**config.mk**
```make
export PLATFORM = sky130hd
export DESIGN_NAME = freq_meter_50mhz
export DESIGN_NICKNAME = d
export VERILOG_FILES = /design/src/rtl/freq_meter_50mhz.sv
export SDC_FILE = /design/constraint.sdc
export NUM_CORES = 1
export LEC_CHECK = 0
export CAP_MARGIN = 0
export CORE_ASPECT_RATIO = 0.75
export CORE_MARGIN = 1
export CORE_UTILIZATION = 59
export CTS_CLUSTER_SIZE = 40
export DETAILED_ROUTE_END_ITERATION = 10
export PLACE_DENSITY = 0.77
export SYNTH_ARGS = -nofsm -noshare
export SYNTH_HDL_FRONTEND = slang
export SYNTH_SLANG_ARGS = --single-unit
```
**constraint.sdc**
```tcl
create_clock -name clock50 -period 2.45 [get_ports clock50]
set_clock_uncertainty 0.1 [all_clocks]
set_input_delay 0.49 -clock clock50 [delete_from_list [all_inputs] [get_ports clock50]]
set_output_delay 0.49 -clock clock50 [all_outputs]
set_load 0.02 [all_outputs]
```
**src/rtl/freq_meter_50mhz.sv**
```systemverilog
// Gated frequency meter: counts synchronized rising edges of sig_in over fixed
// back-to-back windows of GATE_CYCLES clock50 cycles and reports the saturated total.
module freq_meter_50mhz #(
  parameter int unsigned GATE_CYCLES = 50000000,
  parameter int unsigned WIDTH       = 16
) (
  input  logic             clock50,
  input  logic             reset,
  input  logic             en,
  input  logic             sig_in,
  output logic [WIDTH-1:0] freq,
  output logic             valid,
  output logic             overflow
);

  localparam int unsigned GW = (GATE_CYCLES > 1) ? $clog2(GATE_CYCLES) : 1;

  localparam logic [GW-1:0]    GATE_LAST = GW'(GATE_CYCLES - 1);
  localparam logic [WIDTH:0]   EDGE_SAT  = {1'b1, {WIDTH{1'b0}}};
  localparam logic [WIDTH+1:0] FREQ_MAX  = {2'b00, {WIDTH{1'b1}}};

  localparam logic [0:0] IDLE    = 1'b0;
  localparam logic [0:0] MEASURE = 1'b1;

  logic             s1_q, s1_d;
  logic             s2_q, s2_d;
  logic             s3_q, s3_d;
  logic [0:0]       state_q, state_d;
  logic [GW-1:0]    gate_q, gate_d;
  logic [WIDTH:0]   edge_q, edge_d;
  logic [WIDTH-1:0] freq_q, freq_d;
  logic             valid_q, valid_d;
  logic             ovf_q, ovf_d;

  logic             rise;
  logic [WIDTH+1:0] total;
  logic             total_ovf;

  always_comb begin
    s1_d = sig_in;
    s2_d = s1_q;
    s3_d = s2_q;

    rise      = s2_q & ~s3_q;
    // The edge seen in the window-end cycle still belongs to the closing window.
    total     = {1'b0, edge_q} + {{(WIDTH+1){1'b0}}, rise};
    total_ovf = (total > FREQ_MAX);

    state_d = state_q;
    gate_d  = gate_q;
    edge_d  = edge_q;
    freq_d  = freq_q;
    ovf_d   = ovf_q;
    valid_d = 1'b0;

    case (state_q)
      IDLE: begin
        if (en) begin
          state_d = MEASURE;
          gate_d  = '0;
          edge_d  = '0;
        end
      end
      MEASURE: begin
        if (!en) begin
          state_d = IDLE;
          gate_d  = '0;
          edge_d  = '0;
        end else if (gate_q == GATE_LAST) begin
          gate_d  = '0;
          edge_d  = '0;
          valid_d = 1'b1;
          ovf_d   = total_ovf;
          freq_d  = total_ovf ? '1 : total[WIDTH-1:0];
        end else begin
          gate_d = gate_q + GW'(1);
          // One count above the output range is enough to flag overflow.
          if (rise && (edge_q != EDGE_SAT)) begin
            edge_d = edge_q + (WIDTH+1)'(1);
          end
        end
      end
      default: begin
        state_d = IDLE;
        gate_d  = '0;
        edge_d  = '0;
      end
    endcase
  end

  always_ff @(posedge clock50) begin
    if (reset) begin
      s1_q    <= 1'b0;
      s2_q    <= 1'b0;
      s3_q    <= 1'b0;
      state_q <= IDLE;
      gate_q  <= '0;
      edge_q  <= '0;
      freq_q  <= '0;
      valid_q <= 1'b0;
      ovf_q   <= 1'b0;
    end else begin
      s1_q    <= s1_d;
      s2_q    <= s2_d;
      s3_q    <= s3_d;
      state_q <= state_d;
      gate_q  <= gate_d;
      edge_q  <= edge_d;
      freq_q  <= freq_d;
      valid_q <= valid_d;
      ovf_q   <= ovf_d;
    end
  end

  assign freq     = freq_q;
  assign valid    = valid_q;
  assign overflow = ovf_q;

endmodule
```
==> results of run 1 <==
worst register-to-register path: cells and delay by family, from the launching register on:
family                     cells  cell delay [ns]
and+or+nand+nor                3             0.70
adders and majority gates      1             0.28
AOI/OAI and AO/OA              1             0.26
buffers and inverters          2             0.46
DFF                            1             0.39
cell usage after synthesis, drive strengths merged, types with 6 or more instances:
library cell  number
nand4             13
nor3              11
clkbuf             7
and4               8
a31oi             16
o31ai              6
buf               16
nand3             22
dfxtp             65
nand2             39
nor2b              6
xor2              13
inv               28
a21oi             15
a221oi            16
nor2              33
xnor2             13
o21ai             13
and3               7
registers in the layout (all words and copies together) (netlist names):
register / count
edge_q: 17
freq: 16
overflow: 1
valid: 1
s2_q: 1
gate_q: 26
s1_q: 1
state_q: 1
s3_q: 1
worst paths after layout:
path | end | slack (ns) | cells after the start
worst min-delay path | s2_q | 0.35 | 1
worst min register to register | s2_q | 0.35 | 1
worst max-delay path | freq[15] | 0.17 | 7
worst max register to register | freq[15] | 0.17 | 7
cell type report:
type / instances / area (um^2)
sequential: 65 / 1301
fill: 458 / 1707
clock inverter: 5 / 62.56
timing repair buffer: 42 / 380.4
multi-input combinational: 290 / 2021
inverter: 28 / 105.1
tap: 78 / 97.59
clock buffer: 11 / 151.4
power breakdown:
group / internal (mW) / leakage, nW / switching, mW / total, mW
sequential: 1.06 / 0.524 / 0.00269 / 1.06
combinational: 0.0263 / 0.768 / 0.0530 / 0.0793
clock: 0.530 / 0.102 / 0.453 / 0.983
metal layers:
layer	part of all wire, %	GRT usage (%)
met1	49	43.87
met2	42	40.94
met5	0	0
met3	7.7	6.798
met4	2.0	9.549
logic make-up after synthesis:
| kind of cell | share of synthesized area [%] |
|---|---|
| compound gates | 20.18 |
| xor+xnor | 6.397 |
| fa+ha+maj | 1.757 |
| buf+inv | 7.030 |
| flops | 36.56 |
| mux | 0.2812 |
| simple gates | 27.80 |
timing repair:
item                                    4_1_cts  5_1_grt
hold endpoints to repair                      0        0
endpoints found under the setup margin        0       30
hold buffers                                  0        0
resized for setup                             0        1
buffers inserted                              0        2
metrics by stage:
stage / hold slack (ns) / cells
after floorplan: 0.3138 / 406
after global placement: 0.3274 / 501
after detailed placement: 0.3497 / 501
after CTS: 0.3528 / 517
after global routing: 0.3632 / 519
final: 0.3513 / 519
==> metrics.cfg, run 1 <==
[sta]
worst_slew_pin_slew_ns=0.5941
setup_slack_ns=0.1687
min_period_ns=2.281
relSlewSlack_pct=60.09
fin_crit_sh_pct=93.11
slew_viol_final=0
setup_viol=0
clock.fmax_mhz=438.3
tns_ns=0
final-hold-violation-count=0

[synthesis]
yosys.area.top_type=dfxtp_1
synth_top_area_share_pct=36.56
ys_seq_area_share_pct=36.56
syn_area_um2=3560
ys.flop_type=dfxtp_1
ys_types=66
ys_warn_count=0
synth-seq-cells=65
async_flop_share_pct=0
synth_cells=406
synth_edf_count=0
ys_top_cells_by_area=dfxtp_1 37%, a221oi_2 4.2%, nand2_1 4.0%
synth.avg_cell_area_um2=8.768
syn_nets=415

[final_layout]
stdcell_area_um2=4119
layout-drive-gt1-share_pct=15.65
layout_common_cells=65 x dfxtp_1, 38 x nand2_1, 30 x nor2_1
finish.utilization_pct=70.70
antenna_cells=0
nNetsFinal=445
mostFrequentLayoutCell=dfxtp_1
area_growth_pct=15.71

[global_routing]
grt_pass1_vias=2941
gr-usage-all-layers_pct=29.19
grt_max_degree=24
grt_pass1_wl_um=14590
overflow=0
antenna_found_initial=0

[routing]
wl_per_cell_um=16.61
num_vias=3219
first_pass_iters=6
wirelength_um=8618
dr.first_iter.drc_count=277
final_antenna_net_count=0
route.detailed.drc=0
avgViaCountPerCell=6.202

[floorplan]
die_area_um2=6351
die_width_um=91.69
ios=22
rows=24
die_y_um=69.27
initial_core_util_pct=61.10
core_um2=5826

[critical_path]
cp.required_ns=2.62
cp_top_family=simple AND/OR/NAND/NOR gates
slowest_stage=dfxtp_1
end_kind=register
crit_top_cell=buf_4
path_buf_inv=2
start_kind=register
r2r-start=gate_q[1]
arrival_ns=2.46
crit_type=reg2reg
cp_slowest_stage_delay_ns=0.39
path_cells=ha_1 -> nand3_4 -> nor4_4 -> buf_4 -> nand4_4 -> buf_4 -> a221oi_2
startpoint=gate_q[1]
worstPathMaxFanout=11

[clock_tree]
clkLatencyLatePin_ns=0.36
cts_sinks=65
htreeDepth=3
root_buffer=clkbuf_8
numCtsBuffers=9
clk_pin_slew_ns=0.08
clockBufferDepth=2
cts_tree=yes

[hold_path]
min_path_type=reg2reg
hold_path.startpoint=s1_q

[outcome]
status=completed

[placed_design]
routabilityCongestion=0.9477
pre_cts_slack_ns=0.1110
dp_hpwl_um=6187
io_buffers=21
placedInstanceArea_um2=3885

[power_and_ir_drop]
cellPowerDensity_nw_per_um2=515.7
p_leak_nw=1.394
power.total_mw=2.124
peakVddDrop_mv=0.4014

[flow_run]
drv_cap=0

Note: power is estimated with default switching activity, not from simulation.
==> inputs of run 2 (changes only) <==
==> constraint.sdc (replaced) <==
create_clock -name clock50 -period 2.3 [get_ports clock50]
set_clock_uncertainty 0.1 [all_clocks]
set_input_delay 0.46 -clock clock50 [delete_from_list [all_inputs] [get_ports clock50]]
set_output_delay 0.46 -clock clock50 [all_outputs]
set_load 0.02 [all_outputs]
==> metrics.cfg, run 2 (synthesis results as in run 1) <==
[outcome]
status=completed

[sta]
slew_viol_final=0  ; unchanged
final-hold-violation-count=0  ; unchanged
worst_slew_pin_slew_ns=0.5815  ; -0.01251 ns
clock.fmax_mhz=466.7  ; +6.5%
tns_ns=0  ; unchanged
relSlewSlack_pct=60.93  ; +0.84 points
fin_crit_sh_pct=93.16  ; about the same
rsz0062_at_grt=false
setup_viol=0  ; unchanged
min_period_ns=2.143  ; -0.1386 ns

[placed_design]
dp_cells=505  ; +0.80%
io_buffers=21  ; unchanged
routabilityCongestion=0.9698  ; +2.3%
dp_hpwl_um=6174  ; -0.21%

[critical_path]
worstPathMaxFanout=17  ; +6
path_cells=nand2b_1 -> inv_1 -> ha_1 -> ha_1 -> nand2_1 -> nor3_4 -> nand4_1 -> a21oi_4 -> buf_12 -> a221oi_1
end_kind=register
arrival_ns=2.26  ; -0.20 ns
r2r-start=s3_q
cp.required_ns=2.42  ; -0.20 ns
crit_top_cell=ha_1
startpoint=s3_q
crit_type=reg2reg
cp_slowest_stage_delay_ns=0.30  ; -0.09 ns
slowest_stage=dfxtp_1
r2r_cells=10  ; +3
start_kind=register

[routing]
wirelength_um=8575  ; -0.50%
wl_per_cell_um=16.46  ; -0.88%
final_antenna_net_count=0  ; unchanged
num_vias=3217  ; -0.062%
first_pass_iters=5  ; -1
dr.first_iter.drc_count=259  ; -6.5%
route.detailed.drc=0  ; unchanged
avgViaCountPerCell=6.175  ; -0.45%

[final_layout]
layout_common_cells=65 x dfxtp_1, 38 x nand2_1, 30 x nor2_1
max_flop_register=gate_q
antenna_cells=0  ; unchanged
nNetsFinal=447  ; +0.45%
layout-drive-gt1-share_pct=15.58  ; -0.071 points
fill_cells=481  ; +5.0%
area_growth_pct=15.99
stdcell_count=521  ; +0.39%
largest_reg_flops=26  ; unchanged
mostFrequentLayoutCell=dfxtp_1

[clock_tree]
cts_resized=0  ; unchanged
root_buffer=clkbuf_8
clk_pin_slew_ns=0.07  ; about the same
ctsHoldBuffers=0  ; unchanged
cts_sinks=65  ; unchanged
cts_setup_buffers=0  ; unchanged
clockBufferDepth=2  ; unchanged
numCtsBuffers=9  ; unchanged
htreeDepth=3  ; unchanged
clkLatencyLatePin_ns=0.35  ; about the same
cts_tree=yes

[global_routing]
overflow=0  ; unchanged
grt_max_degree=21  ; -13%
gr-usage-all-layers_pct=28.91  ; -0.28 points
antenna_found_initial=0  ; unchanged
grt_pass1_wl_um=14460  ; -0.95%
grt_pass1_vias=2976  ; +1.2%

[floorplan]
die_width_um=91.69  ; unchanged
initial_core_util_pct=61.10  ; unchanged
rows=24  ; unchanged
die_area_um2=6351  ; unchanged
die_y_um=69.27  ; unchanged
ios=22  ; unchanged
core_um2=5826  ; unchanged

[hold_path]
hold_path.startpoint=s1_q
hold_depth=1  ; unchanged
min_path_type=reg2reg

[power_and_ir_drop]
peakVddDrop_mv=0.3326  ; -17%
p_leak_nw=1.419  ; +1.8%
cellPowerDensity_nw_per_um2=542.9  ; +5.3%

[flow_run]
drv_cap=0  ; unchanged

-- run 2: path summary, 6_finish.rpt --
kind / endpoint / slack, ns
max: freq[5] / 0.16
min: s2_q / 0.35
max reg2reg: freq[5] / 0.16
min reg2reg: s2_q / 0.35
-- run 2: metal layers --
layer | vias up | wire length, um | track usage (%)
li1 | 1559 | - | -
met1 | 1513 | 4147 | 41.52
met2 | 129 | 3599 | 41.94
met3 | 16 | 714 | 8.553
met4 | 0 | 114 | 8.333
met5 | - | 0 | 0
-- run 2: final cells by class --
cell class	instances	area, um^2	area share (%)
Tap cell	78	97.59	2.364
Clock buffer	14	172.7	4.182
Sequential cell	65	1301	31.52
Inverter	28	105.1	2.545
Clock inverter	2	35.03	0.8485
Multi-Input combinational cell	290	2022	48.97
Timing Repair Buffer	44	395.4	9.576
-- run 2: through the flow --
stage | total power, mW | setup WS (ns) | util [%] | cell area (um^2) | hold WS [ns]
after global routing | 2.306 | 0.01450 | 70.88 | 4129 | 0.3635
final | 2.242 | 0.1572 | 70.88 | 4129 | 0.3500
after detailed placement | 1.244 | 0.08617 | 67.20 | 3915 | 0.3386
after floorplan | 1.207 | 0.3068 | - | 3560 | 0.3138
after CTS | 2.252 | 0.1392 | 70.77 | 4123 | 0.3559
after global placement | 1.241 | 0.1427 | 67.20 | 3915 | 0.3175
-- run 2: critical path: cells and delay by family, from the launching register on --
kind | cells | cell delay, ns
and+or+nand+nor | 4 | 0.72
adders and majority gates | 2 | 0.35
DFF | 1 | 0.30
buffers and inverters | 2 | 0.25
AOI/OAI and AO/OA | 2 | 0.30
-- run 2: power by group --
part | internal (mW) | switching [mW] | total [mW]
Sequential | 1.13 | 0.00303 | 1.13
Combinational | 0.0307 | 0.0568 | 0.0876
Clock | 0.589 | 0.433 | 1.02
